<file path="src/rtl/ro_puf_pkg.sv">
// rtl/ro_puf_pkg.sv - state encoding, default parameters and challenge pair decode for ro_puf_controller
package ro_puf_pkg;

    typedef enum logic [2:0] {
        ST_IDLE,
        ST_SETTLE,
        ST_COUNT,
        ST_COMPARE,
        ST_RESP
    } state_t;

    localparam int DEF_NUM_RO    = 16;
    localparam int DEF_CNT_W     = 16;
    localparam int DEF_WINDOW    = 1024;
    localparam int DEF_SETTLE    = 8;
    localparam int DEF_RESP_BITS = 8;
    localparam int DEF_MARGIN    = 4;

    localparam int MAX_IDX_W = 16;
    localparam int MAX_CH_W  = 1024;

    // Oscillator index of bit k, side A (side_b = 0) or side B (side_b = 1).
    function automatic logic [MAX_IDX_W-1:0] pair_sel(input logic [MAX_CH_W-1:0] ch,
                                                      input int idx_w, input int k,
                                                      input logic side_b);
        logic [MAX_CH_W-1:0] sh;
        sh = ch >> ((2 * k + int'(side_b)) * idx_w);
        return sh[MAX_IDX_W-1:0] & ((MAX_IDX_W'(1) << idx_w) - MAX_IDX_W'(1));
    endfunction

endpackage

</file>
<file path="src/rtl/ro_edge_counter.sv">
// rtl/ro_edge_counter.sv - one measurement channel: oscillator mux, 2-flop synchronizer,
// rising-edge detect and saturating edge counter
module ro_edge_counter
    import ro_puf_pkg::*;
#(
    parameter int NUM_RO = DEF_NUM_RO,
    parameter int IDX_W  = $clog2(NUM_RO),
    parameter int CNT_W  = DEF_CNT_W
) (
    input  logic              clk,
    input  logic              rst_n,
    input  logic [IDX_W-1:0]  sel,
    input  logic [NUM_RO-1:0] ro_out,
    input  logic              clear,
    input  logic              count_en,
    output logic [CNT_W-1:0]  count
);

    logic       mux_out;
    logic [2:0] sync_q;   // [0],[1] synchronizer, [2] edge reference

    assign mux_out = ro_out[sel];

    always_ff @(posedge clk) begin
        if (!rst_n) begin
            sync_q <= '0;
            count  <= '0;
        end else begin
            sync_q <= {sync_q[1:0], mux_out};
            if (clear)
                count <= '0;
            else if (count_en && sync_q[1] && !sync_q[2] && (count != '1))
                count <= count + CNT_W'(1);
        end
    end

endmodule

</file>
<file path="src/rtl/ro_puf_controller.sv">
// rtl/ro_puf_controller.sv - ring-oscillator PUF sequencer, one response bit per oscillator pair;
// RO_PUF_MARGIN_EN adds the per-bit instability flag
module ro_puf_controller
    import ro_puf_pkg::*;
#(
    parameter int NUM_RO    = DEF_NUM_RO,
    parameter int IDX_W     = $clog2(NUM_RO),
    parameter int CNT_W     = DEF_CNT_W,
    parameter int WINDOW    = DEF_WINDOW,
    parameter int SETTLE    = DEF_SETTLE,
    parameter int RESP_BITS = DEF_RESP_BITS,
    parameter int MARGIN    = DEF_MARGIN
) (
    input  logic                         clk,
    input  logic                         rst_n,
    input  logic                         req_valid,
    output logic                         req_ready,
    input  logic [RESP_BITS*2*IDX_W-1:0] challenge,
    output logic [NUM_RO-1:0]            ro_en,
    input  logic [NUM_RO-1:0]            ro_out,
    output logic                         resp_valid,
    input  logic                         resp_ready,
    output logic [RESP_BITS-1:0]         response,
    output logic [RESP_BITS-1:0]         unstable
);

    localparam int CH_W  = RESP_BITS * 2 * IDX_W;
    localparam int K_W   = (RESP_BITS > 1) ? $clog2(RESP_BITS) : 1;
    localparam int TMR_W = $clog2((WINDOW > SETTLE) ? WINDOW : SETTLE) + 1;

    state_t              state;
    logic [CH_W-1:0]     chal_q;
    logic [K_W-1:0]      k_q;
    logic [K_W-1:0]      nxt_k;
    logic [TMR_W-1:0]    tmr;
    logic [IDX_W-1:0]    a_q, b_q, nxt_a, nxt_b;
    logic [NUM_RO-1:0]   nxt_mask;
    logic [MAX_CH_W-1:0] ch_ext;
    logic [CNT_W-1:0]    cnt_a, cnt_b;
    logic                last_bit;

    // Pair for the next SETTLE: bit 0 straight from the port at acceptance, else bit k+1.
    always_comb begin
        ch_ext = MAX_CH_W'(chal_q);
        nxt_k  = k_q + K_W'(1);
        if (state == ST_IDLE) begin
            ch_ext = MAX_CH_W'(challenge);
            nxt_k  = '0;
        end
        nxt_a    = IDX_W'(pair_sel(ch_ext, IDX_W, int'(nxt_k), 1'b0));
        nxt_b    = IDX_W'(pair_sel(ch_ext, IDX_W, int'(nxt_k), 1'b1));
        nxt_mask = (NUM_RO'(1) << nxt_a) | (NUM_RO'(1) << nxt_b);
    end

    assign last_bit = (k_q == K_W'(RESP_BITS - 1));

    always_ff @(posedge clk) begin
        if (!rst_n) begin
            state      <= ST_IDLE;
            chal_q     <= '0;
            k_q        <= '0;
            tmr        <= '0;
            a_q        <= '0;
            b_q        <= '0;
            ro_en      <= '0;
            req_ready  <= 1'b1;
            resp_valid <= 1'b0;
            response   <= '0;
        end else begin
            case (state)
                ST_IDLE: begin
                    if (req_valid) begin
                        chal_q    <= challenge;
                        k_q       <= '0;
                        a_q       <= nxt_a;
                        b_q       <= nxt_b;
                        ro_en     <= nxt_mask;
                        tmr       <= TMR_W'(SETTLE - 1);
                        response  <= '0;
                        req_ready <= 1'b0;
                        state     <= ST_SETTLE;
                    end
                end
                ST_SETTLE: begin
                    if (tmr == '0) begin
                        tmr   <= TMR_W'(WINDOW - 1);
                        state <= ST_COUNT;
                    end else begin
                        tmr <= tmr - TMR_W'(1);
                    end
                end
                ST_COUNT: begin
                    if (tmr == '0) begin
                        ro_en <= '0;
                        state <= ST_COMPARE;
                    end else begin
                        tmr <= tmr - TMR_W'(1);
                    end
                end
                ST_COMPARE: begin
                    response[k_q] <= (cnt_a > cnt_b);
                    if (last_bit) begin
                        resp_valid <= 1'b1;
                        state      <= ST_RESP;
                    end else begin
                        k_q   <= nxt_k;
                        a_q   <= nxt_a;
                        b_q   <= nxt_b;
                        ro_en <= nxt_mask;
                        tmr   <= TMR_W'(SETTLE - 1);
                        state <= ST_SETTLE;
                    end
                end
                ST_RESP: begin
                    if (resp_ready) begin
                        resp_valid <= 1'b0;
                        req_ready  <= 1'b1;
                        state      <= ST_IDLE;
                    end
                end
                default: state <= ST_IDLE;
            endcase
        end
    end

    ro_edge_counter #(.NUM_RO(NUM_RO), .IDX_W(IDX_W), .CNT_W(CNT_W)) u_chan_a (
        .clk      (clk),
        .rst_n    (rst_n),
        .sel      (a_q),
        .ro_out   (ro_out),
        .clear    (state == ST_SETTLE),
        .count_en (state == ST_COUNT),
        .count    (cnt_a)
    );

    ro_edge_counter #(.NUM_RO(NUM_RO), .IDX_W(IDX_W), .CNT_W(CNT_W)) u_chan_b (
        .clk      (clk),
        .rst_n    (rst_n),
        .sel      (b_q),
        .ro_out   (ro_out),
        .clear    (state == ST_SETTLE),
        .count_en (state == ST_COUNT),
        .count    (cnt_b)
    );

`ifdef RO_PUF_MARGIN_EN
    logic [CNT_W-1:0] diff;

    assign diff = (cnt_a > cnt_b) ? (cnt_a - cnt_b) : (cnt_b - cnt_a);

    always_ff @(posedge clk) begin
        if (!rst_n)
            unstable <= '0;
        else if ((state == ST_IDLE) && req_valid)
            unstable <= '0;
        else if (state == ST_COMPARE)
            unstable[k_q] <= (diff < CNT_W'(MARGIN));
    end
`else
    logic unused_margin;

    assign unused_margin = ^MARGIN;
    assign unstable      = '0;
`endif

endmodule

</file>
<file path="config.mk">
export PLATFORM = sky130hd
export DESIGN_NAME = ro_puf_controller
export DESIGN_NICKNAME = d
export VERILOG_FILES = /design/src/rtl/ro_puf_pkg.sv /design/src/rtl/ro_edge_counter.sv /design/src/rtl/ro_puf_controller.sv
export SDC_FILE = /design/constraint.sdc
export NUM_CORES = 1
export LEC_CHECK = 0
export CAP_MARGIN = 10
export CORE_ASPECT_RATIO = 1.75
export CORE_MARGIN = 5
export CORE_UTILIZATION = 49
export CTS_CLUSTER_DIAMETER = 120
export CTS_CLUSTER_SIZE = 10
export DETAILED_ROUTE_END_ITERATION = 10
export PLACE_DENSITY = 0.82
export REMOVE_ABC_BUFFERS = 1
export SYNTH_ARGS = -nofsm -noshare
export SYNTH_HDL_FRONTEND = slang
export SYNTH_SLANG_ARGS = --single-unit
</file>
<file path="constraint.sdc">
create_clock -name clk -period 2.55 [get_ports clk]
set_clock_uncertainty 0.05 [all_clocks]
set_input_delay 0.6375 -clock clk [delete_from_list [all_inputs] [get_ports clk]]
set_output_delay 0.6375 -clock clk [all_outputs]
set_load 0.02 [all_outputs]
</file>
==> key figures, run 1 <==
Outcome
  – Status: completed

Pwr
  – Sequential Power Share: 0.380
  – Sw power: 2.63 mW
  – VDD IR-drop max: between 500 and 600 uV
  – Int Pwr: around 5.1 mW
  – Clock power share: 0.315
  – P_leak: around 3.7 nW
  – Power per standard cell area: roughly 800 mW/mm^2
  – Gate power share: 0.305
  – Sw Share: 0.342
  – Total power: ~7.7 mW

Cells and area
  – Final Instance Count excl. Fillers: between 1000 and 1500
  – Synthesis-to-finish area growth: 25.9%
  – Final net count: between 1000 and 1500
  – Area of the multi-input gates: ~0.0044 mm^2
  – Storage cell area: between 0.003 and 0.004 mm^2
  – ANT cells: 0
  – Share of cells above drive strength 1: 0.124
  – Fill cells: 1269

Timing
  – RSZ-0062 raised after global routing: true
  – Tcrit/Tclk final: 0.964
  – Fin crit period: about 2.5 ns
  – Final setup vio count: 0
  – Slew @ Worst Pin: between 0.5 and 0.6 ns
  – Slew HR: 0.592
  – Final hold violation count: 0
  – Max Slew Vio Count: 0
  – Fmax: about 410 MHz

Die
  – Core region area: 0.0158 mm^2
  – Top Ports: approximately 120
  – Initial Util: 0.493
  – Die Wd: roughly 110 um
  – DIE HEIGHT: ~180 um
  – Rows: 61
  – Die area: between 0.015 and 0.02 mm^2

Yosys
  – Synth Instances: 890
  – Synth cell count leaders: nand2_1 (168), dfxtp_1 (153), a21boi_0 (67)
  – Synth top area share: 0.393
  – Cell Area, Synth: approximately 0.0078 mm^2
  – Number of synthesized register bits: roughly 150
  – Ys Warns: 0
  – EDFF count, synth: 0
  – Syn Area/Cell: about 8.7 um^2
  – Cell with the most instances after synthesis: nand2_1
  – Top post-synthesis cells by area: dfxtp_1 (39%), nand2_1 (8.1%), a21boi_0 (6.5%)
  – Count of cell types in the netlist: 73
  – Synth area leader: dfxtp_1
  – Main synth FF type: dfxtp_1
  – Seq/Total Area, Yosys: 0.393
  – Synth async-reset ratio: 0

Worst setup path
  – Crit path kind: flop to flop
  – Critical path origin: k_q[0]$_SDFFE_PN0P_
  – Worst setup EP type: flop
  – Worst setup SP type: flop
  – Worst Path Arrival: 2.77 ns
  – Critical path peak fanout: 5
  – FF-to-FF Start: k_q[0]$_SDFFE_PN0P_
  – Worst path required time: between 2 and 3 ns
  – Worst R2R Setup Slack: between 0.09 and 0.1 ns
  – Reg2reg path depth: 10
  – RR Endpoint: ro_en[15]$_SDFFE_PN0P_

Drt
  – DR vias: around 6800
  – DR pass1 iterations: 5
  – Avg Vias per Cell: 5.63
  – Routed wire per std cell: 16.0 um
  – DRC viols: 0
  – DRT antenna net count: 0
  – Wirelength, routed: around 19000 um
  – Initial DRC count: approximately 280

CTS
  – Clk root buf: clkbuf_16
  – Skew-Pair Late Insertion Delay: between 0.4 and 0.5 ns
  – Clock transition at path regs: around 0.070 ns
  – # H-tree levels: 4
  – CTS tree: built
  – CTS Buffer Depth: 2
  – # clock sinks: 153
  – Setup bufs post-CTS: 0
  – TritonCTS buffer count: 17

Global routing
  – First-pass GRT wire length: 31200 um
  – Total gr overflow: 0
  – Largest net degree at the start of global routing: 71
  – Vias in the first global route: 6750
  – GRT Resource Usage Total: 0.205
  – Initial antenna violation count: 0

Min path
  – Worst Hold End: u_chan_b.sync_q[1]$_SDFF_PN0_
  – Min-Delay Startpoint: u_chan_b.sync_q[0]$_SDFF_PN0_
  – Hold crit path type: flop to flop
  – WHS Path Cells: 1

Placement
  – Port Buf Inserts: between 100 and 150
  – Detail Placement HPWL: 14600 um
  – Cell total after placement: 1173
  – GPL Wtd Cong: about 0.89

Flow run
  – # Max-Cap Violations: 0
==> worst max path at each step <==
stage / slack, ns / endpoint
finish: 0.09 / ro_en[15]$_SDFFE_PN0P_
global route: 0.0005 / ro_en[15]$_SDFFE_PN0P_
CTS: 0.07 / ro_en[15]$_SDFFE_PN0P_
detailed placement: -0.006 / ro_en[12]$_SDFFE_PN0P_
global placement: 0.09 / ro_en[12]$_SDFFE_PN0P_
floorplan: -0.50 / ro_en[8]$_SDFFE_PN0P_
==> power groups by stage <==
stage / sequential [mW] / combinational, mW / clock, mW
2_1_floorplan: 2.97 / 1.42 / 0
3_3_place_gp: 2.96 / 2.27 / 0
3_5_place_dp: 2.97 / 2.31 / 0
4_1_cts: 2.92 / 2.33 / 2.46
5_1_grt: 2.96 / 2.57 / 2.57
6_report: 2.92 / 2.34 / 2.42
==> routing by layer <==
layer  GRT usage  up-vias  routed length (um)
li1            -     3376                   -
met1       0.201     3171                7000
met2       0.401      183               10800
met3      0.0456       52                 872
met4      0.0909        0                 642
met5           0        -                   0
==> critical path: stages, from the launching register on <==
cell and delay [ns]:
dfxtp_1 0.33, ha_2 0.18, ha_1 0.32, and2_2 0.25
buf_4 0.17, a22oi_1 0.18, a31oi_1 0.17, buf_4 0.19
nor4_1 0.27, o21ai_0 0.11, a21bo_2 0.19
==> logic make-up after synthesis <==
kind of cell,after synthesis,share of synthesized area
AO/OA/AOI/OAI,210,0.199
XOR/XNOR,24,0.0270
adder cells (fa/ha/maj),21,0.0337
buffers and inverters,86,0.0522
flip-flops,153,0.393
multiplexers,45,0.0739
other,1,0.000482
AND/OR/NAND/NOR,350,0.220
==> cell type report <==
type                       count  share of cell area
multi-input combinational    658               0.447
tap                          189              0.0241
clock inverter                14              0.0130
clock buffer                  18              0.0448
sequential                   153               0.312
timing repair buffer         152               0.150
inverter                      21             0.00804
==> stage by stage <==
| step | TNS, ns | util | instance area [um^2] | setup WS (ns) | hold WS, ns |
|---|---|---|---|---|---|
| after detailed placement | -0.00631 | 0.583 | 9200 | -0.00631 | 0.369 |
| final | 0 | 0.620 | 9800 | 0.0910 | 0.382 |
| after global placement | 0 | 0.583 | 9200 | 0.0855 | 0.373 |
| after CTS | 0 | 0.619 | 9780 | 0.0726 | 0.382 |
| after global routing | 0 | 0.620 | 9800 | 0.000548 | 0.392 |
| after floorplan | -8.87 | - | 7490 | -0.504 | 0.362 |
==> placed cells by master, fill, tap and decap left out, types with 10 or more instances in the layout <==
cell type,n
nand2_1,167
dfxtp_1,153
clkdlybuf4s50_1,108
a21boi_0,67
nor2_1,45
buf_4,38
mux2i_1,35
nand4_1,23
inv_1,21
and2_1,20
ha_1,20
a21oi_1,19
o21ai_0,19
nand3_1,17
clkbuf_16,17
a22oi_1,16
xor2_1,15
a31oi_1,14
nand2b_1,12
o22ai_1,11
mux4_2,10
nor2b_1,10
o211a_1,10
==> what timing repair did <==
item | in CTS | in global routing
hold buffers | 0 | 0
resized for setup | 1 | 5
hold endpoints to repair | 0 | 0
setup endpoints to repair | 4 | 4
==> registers in the layout, summed over array words and instances (netlist names) <==
signal,count
state,3
chal_q,64
u_chan_a.count,16
u_chan_b.sync_q,3
tmr,11
ro_en,16
req_ready,1
u_chan_a.sync_q,3
response,8
resp_valid,1
k_q,3
a_q,4
b_q,4
u_chan_b.count,16
No activity file was read; power rests on OpenSTA's default activity.
==> run 2: changes to the inputs <==
--- a/config.mk
+++ b/config.mk
@@ -8,12 +8,13 @@
 export CAP_MARGIN = 10
 export CORE_ASPECT_RATIO = 1.75
 export CORE_MARGIN = 5
-export CORE_UTILIZATION = 49
+export CORE_UTILIZATION = 50
 export CTS_CLUSTER_DIAMETER = 120
 export CTS_CLUSTER_SIZE = 10
 export DETAILED_ROUTE_END_ITERATION = 10
-export PLACE_DENSITY = 0.82
+export PLACE_DENSITY = 0.83
 export REMOVE_ABC_BUFFERS = 1
 export SYNTH_ARGS = -nofsm -noshare
 export SYNTH_HDL_FRONTEND = slang
+export SYNTH_HIERARCHICAL = 1
 export SYNTH_SLANG_ARGS = --single-unit
==> run 2 against run 1 <==
  * Clock power increased by 6%
  * Cell count increased by 2.4%
  * First-iteration DRC count increased by 23%
  * Cell area increased by 2.7%
  * Non-clock buffer count decreased by 14
  * Critical path type unchanged
==> key figures, run 2 <==
Yosys
  – Synth area leader: dfxtp_1
  – Top post-synthesis cells by area: dfxtp_1 (38%), nand2_1 (8.3%), a21boi_0 (6.0%)
  – Synth cell count leaders: nand2_1 (180), dfxtp_1 (153), a21boi_0 (65)
  – Synth Instances: between 900 and 1000
  – Synth top area share: 0.377
  – Seq/Total Area, Yosys: 0.377
  – Ys Warns: 6
  – Count of cell types in the netlist: 70
  – Syn Area/Cell: 8.74 um^2
  – Main synth FF type: dfxtp_1
  – Number of synthesized register bits: about 150
  – Cell Area, Synth: just over 0.008 mm^2
  – EDFF count, synth: 0
  – Cell with the most instances after synthesis: nand2_1
  – Synth async-reset ratio: 0

Placement
  – Port Buf Inserts: about 110
  – GPL Wtd Cong: between 0.9 and 1
  – Detail Placement HPWL: around 16000 um
  – Dpl ws: 0.0430 ns
  – Area of placed instances: about 0.0094 mm^2

Cells and area
  – Most common cell after layout, fill and taps aside: nand2_1
  – Final net count: 1137
  – Final instance area: 0.0101 mm^2
  – Fill cells: roughly 1300
  – Commonest cells after routing, fill and taps aside: nand2_1 (179), dfxtp_1 (153), clkdlybuf4s50_1 (108)
  – Largest Register: chal_q
  – Max reg flops: 64
  – Synthesis-to-finish area growth: 23.8%
  – Storage cell area: 0.00306 mm^2
  – Area of the multi-input gates: between 0.004 and 0.005 mm^2
  – ANT cells: 0
  – Share of cells above drive strength 1: 0.118

Drt
  – Avg Vias per Cell: around 6
  – Initial DRC count: about 340
  – DR pass1 iterations: 7
  – Routed wire per std cell: about 17 um
  – Wirelength, routed: approximately 21000 um
  – DRC viols: 0
  – DRT antenna net count: 0
  – DR vias: about 7300

Pwr
  – Total power: between 7 and 8 mW
  – VDD IR-drop max: 465 uV
  – Sequential Power Share: 0.390
  – Clock power share: 0.360
  – Gate power share: 0.250
  – Int Pwr: 4.79 mW
  – Sw Share: 0.328
  – P_leak: around 3.7 nW
  – Power per standard cell area: 708 mW/mm^2
  – Sw power: 2.34 mW

Global routing
  – First-pass GRT wire length: 34700 um
  – Initial antenna violation count: 0
  – Vias in the first global route: around 7400
  – Largest net degree at the start of global routing: 71
  – Total gr overflow: 0
  – GRT Resource Usage Total: 0.229

Worst setup path
  – Worst path required time: 2.82 ns
  – Crit path largest cell delay: 0.39 ns
  – Worst setup SP type: flop
  – Worst setup EP type: flop
  – Slowest CP cell: ha_2
  – Worst Path Arrival: between 2 and 3 ns
  – Crit path kind: flop to flop
  – Crit-path cells: ha_2 -> buf_12 -> mux2i_1 -> a22oi_1 -> buf_4 -> a31oi_2 -> nand2b_1 -> o32ai_1 -> a22o_1
  – Critical path peak fanout: 15

Die
  – Initial Util: 0.510
  – Die Wd: around 110 um
  – Core region area: between 0.015 and 0.02 mm^2
  – DIE HEIGHT: between 150 and 200 um
  – Rows: between 60 and 70
  – Top Ports: approximately 120
  – Die area: 0.0190 mm^2

Timing
  – Setup TNS: 0 ns
  – Final setup vio count: 0
  – Slew @ Worst Pin: around 0.8 ns
  – Max Slew Vio Count: 0
  – Setup ws final: between 0.03 and 0.04 ns
  – Fmax: between 300 and 400 MHz
  – Slew HR: 0.467
  – RSZ-0062 raised after global routing: false
  – Final hold violation count: 0
  – WHS: between 0.3 and 0.4 ns
  – Tcrit/Tclk final: 0.984
  – Fin crit period: approximately 2.5 ns

Outcome
  – Status: completed

CTS
  – Post-CTS Resized: 0
  – Hold-fix buffers, CTS: 0
  – Clock transition at path regs: around 0.07 ns
  – CTS tree: built
  – Setup bufs post-CTS: 0
  – TritonCTS buffer count: 17
  – # clock sinks: around 150
  – Clk root buf: clkbuf_16
  – # H-tree levels: 4
  – CTS Buffer Depth: 2
  – Skew-Pair Late Insertion Delay: between 0.4 and 0.5 ns

Flow run
  – # Max-Cap Violations: 0

Min path
  – Hold crit path type: flop to flop
==> run 2: cell count changes after synthesis, sizes merged, moves of 8 or more <==
cell / previous run / this run
o31ai: 0 / 16
or4: 6 / 19
xor2: 15 / 1
nor2: 45 / 24
nor2b: 10 / 19
a21oi: 20 / 43
xnor2: 9 / 1
nand2: 168 / 180
or3: 3 / 12
==> run 2: layer usage <==
layer  routed length [um]  up-vias  GRT usage  part of all wire
li1                     -     3558          -                 -
met1                 7340     3477      0.217              0.34
met2                12000      248      0.445              0.56
met3                  970       65     0.0472             0.045
met4                  993        0      0.133             0.047
met5                    0        -          0                 0
==> run 2: path summary, 6_finish.rpt <==
path | startpoint | end | slack, ns | depth (start not counted)
worst max-delay path | k_q[1]$_SDFFE_PN0P_ | ro_en[7]$_SDFFE_PN0P_ | 0.04 | 9
worst min-delay path | u_chan_b/sync_q[0]$_SDFF_PN0_ | u_chan_b/sync_q[1]$_SDFF_PN0_ | 0.39 | 1
worst max register to register | k_q[1]$_SDFFE_PN0P_ | ro_en[7]$_SDFFE_PN0P_ | 0.04 | 9
worst min register to register | u_chan_b/sync_q[0]$_SDFF_PN0_ | u_chan_b/sync_q[1]$_SDFF_PN0_ | 0.39 | 1
==> run 2: power groups by stage <==
| stage | combinational (mW) | clock [mW] | sequential (mW) |
|---|---|---|---|
| floorplan | 1.09 | 0 | 2.83 |
| global placement | 1.72 | 0 | 2.82 |
| detailed placement | 1.76 | 0 | 2.83 |
| CTS | 1.77 | 2.58 | 2.78 |
| global route | 1.96 | 2.71 | 2.81 |
| finish | 1.78 | 2.57 | 2.78 |
==> run 2: cells by family after synthesis <==
family          share of synthesized area
simple gates                        0.244
flops                               0.377
mux                                0.0683
compound gates                      0.224
xor+xnor                          0.00215
buf+inv                            0.0526
fa+ha+maj                          0.0323
other cells                      0.000461
==> run 2: per-stage QoR <==
stage               instances   util
CTS                      1234  0.630
global placement         1202  0.592
floorplan                 875      -
global route             1234  0.631
finish                   1234  0.631
detailed placement       1202  0.592
==> run 2: layout make-up <==
class	count	area share
sequential	153	0.304
multi-input combinational	699	0.466
clock inverter	15	0.0183
timing repair buffer	138	0.137
tap	189	0.0235
inverter	23	0.00857
clock buffer	17	0.0422
==> run 2: worst max-delay path: cells and delay by family (launching register included) <==
family	cells	cell delay, ns
compound gates	4	0.72
fa+ha+maj	1	0.39
buf+inv	2	0.34
flops	1	0.32
mux	1	0.35
simple gates	1	0.23
==> run 3: changes to the inputs <==
==> constraint.sdc (replaced) <==
create_clock -name clk -period 2.2 [get_ports clk]
set_clock_uncertainty 0.05 [all_clocks]
set_input_delay 0.55 -clock clk [delete_from_list [all_inputs] [get_ports clk]]
set_output_delay 0.55 -clock clk [all_outputs]
set_load 0.02 [all_outputs]
==> run 3 against run 2 <==
  * The run now ends with setup timing left
  * Clock power is 15% higher
  * Global-route usage is 0.50 points higher
  * Die area stayed put
  * Cell count is 2.9% higher
  * Via count is 2.6% higher
  * Register-to-register slack worse by 0.10 ns
  * Cell area is 5.0% higher
  * Wire length is 5.6% higher
  * Power is 20% higher
  * Sequential power is 17% higher
  * Combinational power is 31% higher
  * Critical path type unchanged
==> key figures, run 3 (synthesis gave the netlist of run 2 again) <==
Outcome
  – Status: finished with violations
  – Failing checks: setup timing

Cells and area
  – Commonest cells after routing, fill and taps aside: nand2_1 (176), dfxtp_1 (150), clkdlybuf4s50_1 (108)
  – Most common cell after layout, fill and taps aside: nand2_1
  – Final net count: 1173
  – Synthesis-to-finish area growth: 30.0%
  – Final instance area: about 0.011 mm^2
  – Max reg flops: between 60 and 70
  – Final Instance Count excl. Fillers: 1270
  – Largest Register: chal_q
  – ANT cells: 0
  – Share of cells above drive strength 1: 0.181
  – Final core occ: 0.663

CTS
  – Clock transition at path regs: 0.07 ns
  – TritonCTS buffer count: 17
  – Skew-Pair Late Insertion Delay: between 0.4 and 0.5 ns
  – # clock sinks: 153
  – CTS Buffer Depth: 2
  – Hold-fix buffers, CTS: 0
  – CTS tree: built
  – Clk root buf: clkbuf_16
  – # H-tree levels: 4

Global routing
  – GRT Resource Usage Total: 0.234
  – Total gr overflow: 0
  – Largest net degree at the start of global routing: between 60 and 70
  – Initial antenna violation count: 0
  – Vias in the first global route: 7536
  – First-pass GRT wire length: around 36000 um

Pwr
  – Sw power: between 2 and 3 mW
  – Clock power share: 0.346
  – Power per standard cell area: 808 mW/mm^2
  – VDD IR-drop max: about 500 uV
  – Gate power share: 0.274
  – Int Pwr: 5.72 mW
  – Sequential Power Share: 0.379
  – Sw Share: 0.330
  – P_leak: 3.91 nW
  – Total power: ~8.5 mW

Timing
  – Setup TNS: -0.388 ns
  – Setup ws final: -0.0599 ns
  – RSZ-0062 raised after global routing: true
  – Slew HR: 0.617
  – Fmax: around 440 MHz
  – WHS: 0.393 ns
  – Fin crit period: around 2.3 ns
  – Tcrit/Tclk final: 1.03
  – Final hold violation count: 0
  – Slew @ Worst Pin: between 0.5 and 0.6 ns
  – Final setup vio count: 12
  – Max Slew Vio Count: 0

Drt
  – DRT antenna net count: 0
  – DR pass1 iterations: 7
  – DR vias: between 7000 and 8000
  – Wirelength, routed: ~23000 um
  – DRC viols: 0
  – Initial DRC count: roughly 450
  – Routed wire per std cell: between 15 and 20 um
  – Avg Vias per Cell: about 6

Placement
  – Port Buf Inserts: ~110
  – Detail Placement HPWL: 16200 um
  – Area of placed instances: between 0.009 and 0.01 mm^2
  – GPL Wtd Cong: a little under 0.9
  – Cell total after placement: around 1200
  – Dpl ws: -0.280 ns

Worst setup path
  – Cell family with most CP delay: compound AO/OA/AOI/OAI gates
  – Worst setup SP type: flop
  – Buf/Inv on CP: 1
  – Crit path kind: flop to flop
  – Worst setup EP type: flop
  – Slowest CP cell: ha_4
  – Worst Path Arrival: around 2.5 ns
  – Worst path required time: 2.47 ns
  – Critical path peak fanout: 11
  – Crit-path cells: ha_4 -> buf_12 -> mux2i_1 -> a22oi_2 -> a31oi_4 -> nand2b_2 -> o22ai_1 -> a22o_1
  – Crit path largest cell delay: about 0.35 ns

Die
  – Core region area: roughly 0.016 mm^2
  – Die Wd: between 100 and 150 um
  – Die area: ~0.019 mm^2
  – Top Ports: approximately 120
  – Rows: 61
  – DIE HEIGHT: ~180 um
  – Initial Util: 0.510

Min path
  – Hold crit path type: flop to flop

Flow run
  – # Max-Cap Violations: 0
-- run 3: power groups by stage --
| stage | clock network, mW | registers, mW | logic [mW] |
|---|---|---|---|
| 6_report | 2.96 | 3.24 | 2.34 |
| 5_1_grt | 3.12 | 3.27 | 2.53 |
| 4_1_cts | 2.98 | 3.23 | 2.25 |
| 3_5_place_dp | 0 | 3.29 | 2.14 |
| 3_3_place_gp | 0 | 3.28 | 2.10 |
| 2_1_floorplan | 0 | 3.28 | 1.27 |
-- run 3: worst paths after layout --
check                                 from                             to  slack, ns  depth (start not counted)
max                    k_q[1]$_SDFFE_PN0P_         ro_en[10]$_SDFFE_PN0P_      -0.06                          8
min          u_chan_b/sync_q[0]$_SDFF_PN0_  u_chan_b/sync_q[1]$_SDFF_PN0_       0.39                          1
max reg2reg            k_q[1]$_SDFFE_PN0P_         ro_en[10]$_SDFFE_PN0P_      -0.06                          8
min reg2reg  u_chan_b/sync_q[0]$_SDFF_PN0_  u_chan_b/sync_q[1]$_SDFF_PN0_       0.39                          1
-- run 3: metal layers --
layer	global-route usage	share of wire	vias up
li1	-	-	3639
met4	0.130	0.044	0
met2	0.454	0.56	285
met1	0.227	0.35	3541
met5	0	0	-
met3	0.0450	0.048	76
-- run 3: area by class of cell --
| class | instances | area [um^2] |
|---|---|---|
| clock buffers | 17 | 425 |
| clock inverters | 15 | 168 |
| fillers | 1173 | 5380 |
| inverters | 23 | 86.3 |
| multi-input cells | 699 | 4900 |
| flip-flops and latches | 153 | 3070 |
| well taps | 189 | 236 |
| repair buffers | 174 | 1690 |
-- run 3: timing repair --
item | 4_1_cts | 5_1_grt
pin swaps | 9 | 8
gates cloned | 0 | 2
endpoints found under the setup margin | 29 | 29
buffers inserted | 3 | 1
resized for setup | 23 | 33
